### src/rtl/binary_multiplier_4bits_if.sv
// Operand/result bundle for the shift-and-add multiplier.
// The master side supplies operands and the start strobe; the slave side returns product, busy and done.
interface binary_multiplier_4bits_if #(
    parameter int WIDTH = 4
);
    logic                 start;
    logic [WIDTH-1:0]     multiplicand;
    logic [WIDTH-1:0]     multiplier;
    logic [2*WIDTH-1:0]   product;
    logic                 busy;
    logic                 done;

    modport master (
        output start, multiplicand, multiplier,
        input  product, busy, done
    );

    modport slave (
        input  start, multiplicand, multiplier,
        output product, busy, done
    );
endinterface

### src/rtl/binary_multiplier_4bits.sv
// Mano-style sequential unsigned multiplier: A/B/Q/C/P datapath registers driven by an
// IDLE -> ADD -> SHIFT control FSM, producing a 2*WIDTH-bit product with a one-cycle done pulse.
module binary_multiplier_4bits #(
    parameter int WIDTH = 4
) (
    input  logic                          clk,
    input  logic                          reset,
    binary_multiplier_4bits_if.slave      bus
);
    localparam int CNT_W = $clog2(WIDTH + 1);

    typedef enum logic [1:0] {
        IDLE  = 2'b00,
        ADD   = 2'b01,
        SHIFT = 2'b10
    } state_t;

    state_t state, next_state;

    logic [WIDTH-1:0]   a_reg, b_reg, q_reg;
    logic               c_reg;
    logic [CNT_W-1:0]   p_reg;
    logic [2*WIDTH-1:0] product_reg;
    logic               busy_reg, done_reg;

    logic               load_op, add_en, shift_en, finish, abort;
    logic [WIDTH-1:0]   add_sum;
    logic               add_carry;

    assign {add_carry, add_sum} = {1'b0, a_reg} + {1'b0, b_reg};

    always_ff @(posedge clk) begin
        if (reset) state <= IDLE;
        else       state <= next_state;
    end

    // Control decode; an unused encoding falls back to IDLE and clears busy/done.
    always_comb begin
        next_state = state;
        load_op    = 1'b0;
        add_en     = 1'b0;
        shift_en   = 1'b0;
        finish     = 1'b0;
        abort      = 1'b0;
        case (state)
            IDLE: begin
                if (bus.start) begin
                    load_op    = 1'b1;
                    next_state = ADD;
                end
            end
            ADD: begin
                add_en     = 1'b1;
                next_state = SHIFT;
            end
            SHIFT: begin
                shift_en = 1'b1;
                if (p_reg == '0) begin
                    finish     = 1'b1;
                    next_state = IDLE;
                end else begin
                    next_state = ADD;
                end
            end
            default: begin
                abort      = 1'b1;
                next_state = IDLE;
            end
        endcase
    end

    always_ff @(posedge clk) begin
        if (reset) begin
            a_reg       <= '0;
            b_reg       <= '0;
            q_reg       <= '0;
            c_reg       <= 1'b0;
            p_reg       <= '0;
            product_reg <= '0;
            busy_reg    <= 1'b0;
            done_reg    <= 1'b0;
        end else begin
            done_reg <= finish;
            if (load_op) begin
                b_reg    <= bus.multiplicand;
                q_reg    <= bus.multiplier;
                a_reg    <= '0;
                c_reg    <= 1'b0;
                p_reg    <= CNT_W'(WIDTH);
                busy_reg <= 1'b1;
            end
            if (add_en) begin
                if (q_reg[0]) begin
                    a_reg <= add_sum;
                    c_reg <= add_carry;
                end
                p_reg <= p_reg - CNT_W'(1);
            end
            // Logical right shift of {C,A,Q}; the product is captured from the post-shift value.
            if (shift_en) begin
                c_reg <= 1'b0;
                a_reg <= {c_reg, a_reg[WIDTH-1:1]};
                q_reg <= {a_reg[0], q_reg[WIDTH-1:1]};
            end
            if (finish) begin
                product_reg <= {c_reg, a_reg, q_reg[WIDTH-1:1]};
                busy_reg    <= 1'b0;
            end
            if (abort) begin
                busy_reg <= 1'b0;
            end
        end
    end

    assign bus.product = product_reg;
    assign bus.busy    = busy_reg;
    assign bus.done    = done_reg;
endmodule
### src/flat_wrapper.sv
// flat-port wrapper written by rule: the top's interface ports become plain ports
module binary_multiplier_4bits_flat 
#(
    parameter int WIDTH = 4
)
  (clk, reset, bus_start, bus_multiplicand, bus_multiplier, bus_product, bus_busy, bus_done);
  binary_multiplier_4bits_if #(.WIDTH(WIDTH)) bus_i ();
  input  logic clk;
  input  logic reset;
  input wire logic [$bits(bus_i.start)-1:0] bus_start;
  input wire logic [$bits(bus_i.multiplicand)-1:0] bus_multiplicand;
  input wire logic [$bits(bus_i.multiplier)-1:0] bus_multiplier;
  output wire logic [$bits(bus_i.product)-1:0] bus_product;
  output wire logic [$bits(bus_i.busy)-1:0] bus_busy;
  output wire logic [$bits(bus_i.done)-1:0] bus_done;
  assign bus_i.start = bus_start;
  assign bus_i.multiplicand = bus_multiplicand;
  assign bus_i.multiplier = bus_multiplier;
  assign bus_product = bus_i.product;
  assign bus_busy = bus_i.busy;
  assign bus_done = bus_i.done;
  binary_multiplier_4bits #(.WIDTH(WIDTH)) u_core (.clk(clk), .reset(reset), .bus(bus_i));
endmodule
### config.mk
export PLATFORM = sky130hd
export DESIGN_NAME = binary_multiplier_4bits_flat
export DESIGN_NICKNAME = d
export VERILOG_FILES = /design/src/rtl/binary_multiplier_4bits_if.sv /design/src/rtl/binary_multiplier_4bits.sv /design/src/flat_wrapper.sv
export SDC_FILE = /design/constraint.sdc
export NUM_CORES = 1
export LEC_CHECK = 0
export ABC_AREA = 1
export CAP_MARGIN = 20
export CORE_ASPECT_RATIO = 0.75
export CORE_MARGIN = 8
export CORE_UTILIZATION = 52
export CTS_CLUSTER_SIZE = 40
export DETAILED_ROUTE_END_ITERATION = 6
export PLACE_DENSITY = 0.77
export SETUP_SLACK_MARGIN = 0.4
export SLEW_MARGIN = 20
export SYNTH_ARGS = -nofsm -noshare
export SYNTH_HDL_FRONTEND = slang
export SYNTH_SLANG_ARGS = --single-unit
### constraint.sdc
create_clock -name clk -period 1.6 [get_ports clk]
set_input_delay 0.32 -clock clk [delete_from_list [all_inputs] [get_ports clk]]
set_output_delay 0.32 -clock clk [all_outputs]
set_load 0.1 [all_outputs]
==> impl_metrics.csv, run 1 <==
group,metric,value,unit
drt,via_per_inst,5.25,
sta,skew,5.53,ps
drt,wl_met3,243,microns
grt,grt_pass1_wl,5220,microns
placement,gpl.final_weighted_congestion,0.816,
worst_setup_path,crit_end,"u_core.a_reg[2]$_SDFF_PP0_",
synthesis,async_flop_share,0,
synthesis,synth.ff_latch_count,28,
flow_run,max_cap_viol_count,0,
worst_setup_path,crit_required,1830,ps
worst_setup_path,path_cells,"ha_4, fa_2, or2_4, nand4_1, nand3_1",
placement,dpl.hpwl,2390,microns
status,status,"complete, no violations",
sta,relSlewSlack,0.842,
pwr,powerDensity,729,mW/mm^2
clock_tree,numCtsBuffers,3,
cells_and_area,area_delta_synth_final,36.5,%
sta,finalMaxSlewViolations,0,
cells_and_area,num_antenna_cells,0,
clock_tree,clock_latency,330,ps
floorplan,die_h,60.2,microns
grt,grt_pass1_vias,1153,
worst_setup_path,r2r-end,"u_core.a_reg[2]$_SDFF_PP0_",
min_path,worst_hold_path_type,"reg -> reg",
clock_tree,cts_buffer_depth,2,
drt,drt-initial-drc-count,95,
worst_setup_path,rr_worst_depth,5,
grt,grt_start_max_net_pins,24,
synthesis,yosys_warnings,0,
worst_setup_path,r2r-start,"u_core.b_reg[0]$_SDFFE_PP0P_",
synthesis,ys_types,26,
drt,drc,0,
sta,setup_viol,0,
drt,wire_per_inst,14.0,microns
worst_setup_path,slowest_delay,360,ps
worst_setup_path,cp-start-kind,"flip-flop",
cells_and_area,instances_no_fill,232,
drt,wl_met1,1480,microns
grt,grt_usage,0.149,
sta,fin_crit,1390,ps
cells_and_area,num-fill-cells,201,
synthesis,syn_nets,186,
worst_setup_path,path_class,"reg -> reg",
pwr,power.leakage,0.721,nW
clock_tree,postCtsHoldBufs,0,
drt,dr.pass1.iters,4,
floorplan,die-area,0.00451,sq mm
synthesis,yosys_most_used_dff,"dfxtp_1",
worst_setup_path,slowest_stage,"dfxtp_2",
clock_tree,root_buffer,"clkbuf_4",
floorplan,core,0.00254,sq mm
floorplan,ios,21,
cells_and_area,nets,216,
worst_setup_path,rrSetupSlack,210,ps
grt,antenna_found_initial,0,
sta,min_period_over_period,0.866,
grt,gr-total-overflow,0,
worst_setup_path,path_max_fanout,3,
placement,dpl-instance-area,0.00171,sq mm
sta,worst_slew_pin_slew,237,ps
sta,hold_ws,467,ps
cells_and_area,largest_register_ffs,8,
worst_setup_path,cp.arrival,1610,ps
placement,port_buffers,20,
synthesis,synth_area,0.00135,sq mm
sta,rsz0062_at_grt,"true",
placement,dp.cells,221,
floorplan,num_rows,16,
sta,hold_viol_final,0,
floorplan,initial_core_util,0.532,
drt,met2_length,1460,microns
clock_tree,clk_pin_slew_worst_paths,140,ps
drt,ant_nets,0,
synthesis,seq_area_frac_synth,0.414,
cells_and_area,drive_above_1_share,0.337,
worst_setup_path,startpoint,"u_core.b_reg[0]$_SDFFE_PP0P_",
clock_tree,htree_levels,1,
clock_tree,cts_sinks,28,
drt,top_layer,"met4",
floorplan,die_width,74.9,microns
sta,setup_tns,0,ps
synthesis,synth_edf_count,0,
sta,fmax,721,MHz
drt,via_count,1219,
drt,finalWirelength,3260,microns
clock_tree,cts_tree,"yes",
cells_and_area,final_area,0.00185,sq mm
pwr,ir_drop,0.000716,V
synthesis,avgSynthCellArea,8.06,sq um
worst_setup_path,worstSetupEndpointType,"flip-flop",
synthesis,synth_cells,168,
## worst max-delay path: cells and delay by family (launching register included)
| kind | cells | cell delay [ps] |
|---|---|---|
| adders and majority gates | 2 | 520 |
| DFF | 1 | 360 |
| and+or+nand+nor | 3 | 390 |
## cells in the final DEF, fill, tap and decap left out, types with 2 or more instances in the layout
cell and n:
a21oi_1 5, a21oi_2 5, buf_12 10, buf_4 8, clkbuf_4 3, clkdlybuf4s50_1 10, clkinv_4 2, dfxtp_1 12
dfxtp_2 16, ha_1 3, ha_4 3, inv_1 16, inv_4 2, nand2_1 27, nand2_2 6, nand3_1 15
nand3_4 2, nand4_1 2, nor2_1 14, o21ai_0 7, o21ai_1 16
## through the flow
| step | setup slack (ps) | util | power (mW) |
|---|---|---|---|
| floorplan | 271 | - | 0.964 |
| global placement | 67.9 | 0.672 | 1.03 |
| detailed placement | 7.62 | 0.672 | 1.04 |
| CTS | 208 | 0.696 | 1.32 |
| global route | 145 | 0.727 | 1.40 |
| finish | 214 | 0.727 | 1.35 |
## per-layer routing
layer | global-route usage | vias up
li1 | - | 611
met1 | 0.178 | 559
met2 | 0.244 | 39
met3 | 0.0503 | 10
met4 | 0.0444 | 0
met5 | 0 | -
## cells in the mapped netlist, drive strengths merged, types with 2 or more instances
library cell   n  area (sq um)
clkinv         2          13.8
o21ai         23           115
nor2          16          65.1
a21oi         10          65.1
nand3         17           110
ha             6          75.1
inv           19          71.3
buf            4          32.5
nand2         35           161
dfxtp         28           561
nand4          3          33.8
## cell families (layout without fill, tap and decap cells)
group                      Yosys count  after routing  synth area share
adders and majority gates            7              7            0.0702
DFF                                 28             28             0.414
buffers and inverters               25             52            0.0869
xor gates and xnor gates             1              1           0.00647
AOI/OAI and AO/OA                   35             35             0.144
and+or+nand+nor                     72             73             0.278
## cell type report
class | count | area, sq um | share of cell area
repair buffers | 28 | 360 | 0.195
well taps | 36 | 45.0 | 0.0244
flip-flops and latches | 28 | 581 | 0.314
multi-input cells | 116 | 746 | 0.404
clock buffers | 3 | 22.5 | 0.0122
inverters | 21 | 93.8 | 0.0508
## how the worst min path moves through the flow
| stage | from | endpoint | cells past startpoint |
|---|---|---|---|
| 5_1_grt | u_core.p_reg[0]$_SDFFE_PP0P_ | u_core.p_reg[0]$_SDFFE_PP0P_ | 1 |
| 3_3_place_gp | u_core.p_reg[0]$_SDFFE_PP0P_ | u_core.p_reg[0]$_SDFFE_PP0P_ | 1 |
| 4_1_cts | u_core.p_reg[0]$_SDFFE_PP0P_ | u_core.p_reg[0]$_SDFFE_PP0P_ | 1 |
| 6_report | u_core.p_reg[0]$_SDFFE_PP0P_ | u_core.p_reg[0]$_SDFFE_PP0P_ | 1 |
| 2_1_floorplan | u_core.p_reg[0]$_SDFFE_PP0P_ | u_core.p_reg[0]$_SDFFE_PP0P_ | 1 |
| 3_5_place_dp | u_core.p_reg[0]$_SDFFE_PP0P_ | u_core.p_reg[0]$_SDFFE_PP0P_ | 1 |
## power by group
part           total (mW)  switching (mW)  internal (mW)
clock network       0.288           0.199         0.0885
logic               0.292           0.175          0.117
registers           0.767          0.0323          0.734
total                1.35           0.407          0.940
## timing repair
item / CTS / global route
gates cloned: 0 / 1
setup endpoints to repair: 16 / 23
gates resized for setup: 7 / 7
pin swaps: 1 / 3
setup buffers: 2 / 5
(Power assumes the default switching activity.)
==> run 2, diff against run 1 <==
--- a/config.mk
+++ b/config.mk
@@ -10,10 +10,12 @@
 export CORE_ASPECT_RATIO = 0.75
 export CORE_MARGIN = 8
 export CORE_UTILIZATION = 52
-export CTS_CLUSTER_SIZE = 40
+export CTS_CLUSTER_DIAMETER = 150
+export CTS_CLUSTER_SIZE = 28
 export DETAILED_ROUTE_END_ITERATION = 6
 export PLACE_DENSITY = 0.77
 export SETUP_SLACK_MARGIN = 0.4
+export SKIP_CTS_REPAIR_TIMING = 1
 export SLEW_MARGIN = 20
 export SYNTH_ARGS = -nofsm -noshare
 export SYNTH_HDL_FRONTEND = slang
==> run 2 against run 1 <==
  * Cell count down 0.86%
  * Clock power about the same
  * Non-clock buffer count down 2
  * Critical endpoint unchanged
  * Highest routed layer unchanged
==> impl_metrics.csv, run 2 (synthesis gave the netlist of run 1 again) <==
group,metric,value,unit
cells_and_area,area_delta_synth_final,36.0,%
drt,wire_per_inst,14.1,microns
drt,via_per_inst,5.27,
cells_and_area,num-fill-cells,198,
sta,finalMaxSlewViolations,0,
drt,finalWirelength,3240,microns
floorplan,num_rows,16,
flow_run,max_cap_viol_count,0,
floorplan,initial_core_util,0.532,
cells_and_area,final_common_cell,"nand2_1",
clock_tree,cts_tree,"yes",
grt,use_met2,0.237,
worst_setup_path,crit_required,1830,ps
cells_and_area,num_antenna_cells,0,
grt,grt_pass1_vias,1142,
floorplan,ios,21,
worst_setup_path,cp-start-kind,"flip-flop",
pwr,ir_drop,0.000624,V
sta,setup_slack,175,ps
drt,via_count,1211,
cells_and_area,seq_area,584,sq um
pwr,powerDensity,732,mW/mm^2
worst_setup_path,startpoint,"u_core.a_reg[0]$_SDFF_PP0_",
sta,fmax,702,MHz
cells_and_area,final_area,0.00184,sq mm
clock_tree,root_buffer,"clkbuf_4",
cells_and_area,multiInputGateArea,753,sq um
status,status,"complete, no violations",
grt,met3_usage,0.0503,
clock_tree,cts_buffer_depth,2,
pwr,power.leakage,0.711,nW
grt,grt_usage,0.145,
cells_and_area,largest_register_ffs,8,
placement,dpl-instance-area,0.00171,sq mm
drt,ant_nets,0,
sta,worst_slew_pin_slew,273,ps
sta,min_period_over_period,0.891,
grt,met1_usage,0.170,
grt,gr-total-overflow,0,
sta,setup_tns,0,ps
min_path,hold_start,"u_core.p_reg[0]$_SDFFE_PP0P_",
grt,antenna_found_initial,0,
floorplan,core,0.00254,sq mm
worst_setup_path,path_max_fanout,3,
drt,drc,0,
sta,relSlewSlack,0.818,
cells_and_area,post-route-util,0.724,
drt,dr.pass1.iters,4,
grt,grt_pass1_wl,5070,microns
clock_tree,numCtsBuffers,3,
floorplan,die_width,74.9,microns
worst_setup_path,worstSetupEndpointType,"flip-flop",
floorplan,die_h,60.2,microns
worst_setup_path,r2r-start,"u_core.a_reg[0]$_SDFF_PP0_",
clock_tree,clk_pin_slew_worst_paths,140,ps
placement,dpl.hpwl,2390,microns
sta,hold_viol_final,0,
min_path,worst_hold_path_type,"reg -> reg",
placement,port_buffers,20,
cells_and_area,nets,214,
pwr,power,1.35,mW
clock_tree,clock_latency,330,ps
sta,setup_viol,0,
sta,skew,9.20,ps
grt,grt_start_max_net_pins,24,
placement,gpl.final_weighted_congestion,0.816,
clock_tree,htree_levels,1,
cells_and_area,drive_above_1_share,0.335,
sta,rsz0062_at_grt,"true",
placement,place_ws,7.62,ps
floorplan,die-area,0.00451,sq mm
worst_setup_path,path_class,"reg -> reg",
sta,fin_crit,1420,ps
grt,grt_most_used_layer,"met2",
drt,drt-initial-drc-count,98,
worst_setup_path,cp.arrival,1650,ps
clock_tree,cts_sinks,28,
cells_and_area,layout_common_cells,"27 x nand2_1, 16 x inv_1, 16 x o21ai_1, 16 x dfxtp_2, 15 x nand3_1",
-- run 2: changes by cell type in the layout (fill, tap and decap cells not counted) --
cell      change
buf_4         -2
clkinv_4      -1
dfxtp_1       -1
dfxtp_4       +1
inv_4         +1
nand3_2       -1
nand3_4       +1
-- run 2: final timing paths --
check / endpoint / slack (ps) / cells past startpoint
hold reg to reg: u_core.p_reg[0]$_SDFFE_PP0P_ / 460 / 1
hold / removal: u_core.p_reg[0]$_SDFFE_PP0P_ / 460 / 1
setup / recovery: u_core.a_reg[2]$_SDFF_PP0_ / 180 / 5
setup reg to reg: u_core.a_reg[2]$_SDFF_PP0_ / 180 / 5
-- run 2: per-stage QoR --
stage	hold WS, ps	std cells
floorplan	422	168
finish	462	230
global route	502	230
CTS	464	224
global placement	442	221
detailed placement	446	221
-- run 2: per-layer routing --
metal / share of wire / vias to the layer above
met5: 0 / -
met4: 0.017 / 0
met3: 0.072 / 6
met2: 0.47 / 36
met1: 0.44 / 556
li1: - / 613
-- run 2: layout make-up --
cell class                 count  area share
tap                           36      0.0245
sequential                    28       0.317
clock buffer                   3      0.0122
inverter                      21      0.0496
multi-input combinational    116       0.409
timing repair buffer          26       0.187
-- run 2: critical path, stage by stage, from the launching register on --
cell and delay, ps:
dfxtp_2 370, ha_4 170, fa_2 380, or2_4 240, nand4_1 90, nand3_1 70
-- run 2: where the power goes --
group / total (mW) / leakage [nW] / internal [mW] / switching (mW)
Combinational: 0.294 / 0.461 / 0.117 / 0.177
Sequential: 0.766 / 0.237 / 0.734 / 0.0322
Clock: 0.288 / 0.0138 / 0.0885 / 0.200
Total: 1.35 / 0.711 / 0.940 / 0.409
==> run 3, diff against run 2 <==
--- a/config.mk
+++ b/config.mk
@@ -7,7 +7,7 @@
 export LEC_CHECK = 0
 export ABC_AREA = 1
 export CAP_MARGIN = 20
-export CORE_ASPECT_RATIO = 0.75
+export CORE_ASPECT_RATIO = 0.6
 export CORE_MARGIN = 8
 export CORE_UTILIZATION = 52
 export CTS_CLUSTER_DIAMETER = 150
==> run 3 against run 2 <==
  * Core utilization increased by 3.7 points
  * Clock power is 96% higher
  * Sequential cell count unchanged
==> impl_metrics.csv, run 3 (synthesis gave the netlist of run 1 again) <==
group,metric,value,unit
status,status,"complete, no violations",
cells_and_area,seq_area,583,sq um
sta,rsz0062_at_grt,"true",
clock_tree,cts_tree,"yes",
sta,finalMaxSlewViolations,0,
grt,grt_pass1_wl,5380,microns
cells_and_area,layout_common_cells,"27 x nand2_1, 17 x o21ai_1, 15 x inv_1, 15 x nand3_1, 15 x dfxtp_2",
floorplan,die-area,0.00455,sq mm
drt,via_per_inst,5.38,
sta,setup_tns,0,ps
worst_setup_path,slowest_delay,360,ps
worst_setup_path,slowest_stage,"dfxtp_4",
placement,dpl.hpwl,2310,microns
clock_tree,cts_buffer_depth,2,
clock_tree,clock_latency,280,ps
drt,finalWirelength,3220,microns
worst_setup_path,cp.arrival,1540,ps
drt,ant_nets,0,
placement,gpl.final_weighted_congestion,0.888,
sta,fin_crit,1360,ps
sta,skew,8.16,ps
cells_and_area,area_delta_synth_final,39.9,%
clock_tree,htree_levels,1,
worst_setup_path,crit_required,1780,ps
floorplan,die_h,55.5,microns
floorplan,core,0.00249,sq mm
cells_and_area,multiInputGateArea,726,sq um
floorplan,initial_core_util,0.544,
cells_and_area,drive_above_1_share,0.345,
grt,grt_start_max_net_pins,17,
floorplan,ios,21,
cells_and_area,num_antenna_cells,0,
sta,worst_slew_pin_slew,236,ps
drt,wire_per_inst,14.1,microns
drt,via_count,1232,
sta,hold_viol_final,0,
min_path,worst_hold_path_type,"in -> reg",
grt,gr-total-overflow,0,
pwr,powerDensity,863,mW/mm^2
worst_setup_path,path_class,"reg -> reg",
pwr,power,1.64,mW
worst_setup_path,path_cells,"ha_4, fa_2, or2_4, nand4_1, nand3_1",
worst_setup_path,path_max_fanout,3,
grt,grt_pass1_vias,1181,
floorplan,num_rows,14,
clock_tree,cts_sinks,28,
cells_and_area,final_common_cell,"nand2_1",
drt,dr.pass1.iters,4,
clock_tree,numCtsBuffers,3,
grt,grt_usage,0.147,
cells_and_area,num-fill-cells,170,
sta,setup_viol,0,
floorplan,die_width,81.9,microns
worst_setup_path,cp-start-kind,"flip-flop",
flow_run,max_cap_viol_count,0,
clock_tree,clk_pin_slew_worst_paths,100,ps
cells_and_area,nets,216,
pwr,power.leakage,0.755,nW
placement,port_buffers,20,
grt,antenna_found_initial,0,
pwr,ir_drop,0.000737,V
sta,fmax,734,MHz
worst_setup_path,worstSetupEndpointType,"flip-flop",
drt,drc,0,
cells_and_area,largest_register_ffs,8,
sta,min_period_over_period,0.852,
sta,relSlewSlack,0.842,
drt,drt-initial-drc-count,101,
clock_tree,root_buffer,"clkbuf_8",
==> run 3: path summary, 6_finish.rpt <==
| kind | startpoint | endpoint | slack [ps] | depth (start not counted) |
|---|---|---|---|---|
| setup / recovery | u_core.a_reg[0]$_SDFF_PP0_ | u_core.a_reg[2]$_SDFF_PP0_ | 240 | 5 |
| hold / removal | bus_start | u_core.bus.busy$_SDFFE_PP0P_ | 430 | 3 |
| setup reg to reg | u_core.a_reg[0]$_SDFF_PP0_ | u_core.a_reg[2]$_SDFF_PP0_ | 240 | 5 |
| hold reg to reg | u_core.c_reg$_SDFF_PP0_ | u_core.bus.product[7]$_SDFFE_PP0P_ | 480 | 2 |
==> run 3: metal layers <==
metal | GRT usage | vias to the layer above | wire length, microns
li1 | - | 616 | -
met1 | 0.179 | 561 | 1400
met2 | 0.228 | 47 | 1480
met3 | 0.0661 | 8 | 295
met4 | 0.0398 | 0 | 46
met5 | 0 | - | 0
==> run 3: area by class of cell <==
| type | count | area share |
|---|---|---|
| Multi-Input combinational cell | 115 | 0.383 |
| Sequential cell | 28 | 0.308 |
| Timing Repair Buffer | 29 | 0.202 |
| Inverter | 21 | 0.0482 |
| Clock buffer | 3 | 0.0218 |
| Clock inverter | 1 | 0.0159 |
| Tap cell | 32 | 0.0211 |
==> run 3: report_power, final <==
group          internal (mW)  switching [mW]  total [mW]
combinational          0.129           0.178       0.307
sequential             0.732          0.0325       0.764
clock                  0.336           0.229       0.564
==> run 3: metrics by stage <==
stage	utilization	instance area (sq um)	cells	setup WS, ps	hold WS (ps)
after floorplan	-	1390	168	271	422
after global placement	0.691	1720	219	105	435
after detailed placement	0.691	1720	219	47.3	450
after CTS	0.720	1790	223	211	471
after global routing	0.762	1890	229	192	438
final	0.762	1890	229	237	428
==> run 3: worst max-delay path: cells and delay by family (launching register included) <==
family / cells / cell delay, ps
simple gates: 3 / 390
fa+ha+maj: 2 / 520
flops: 1 / 360
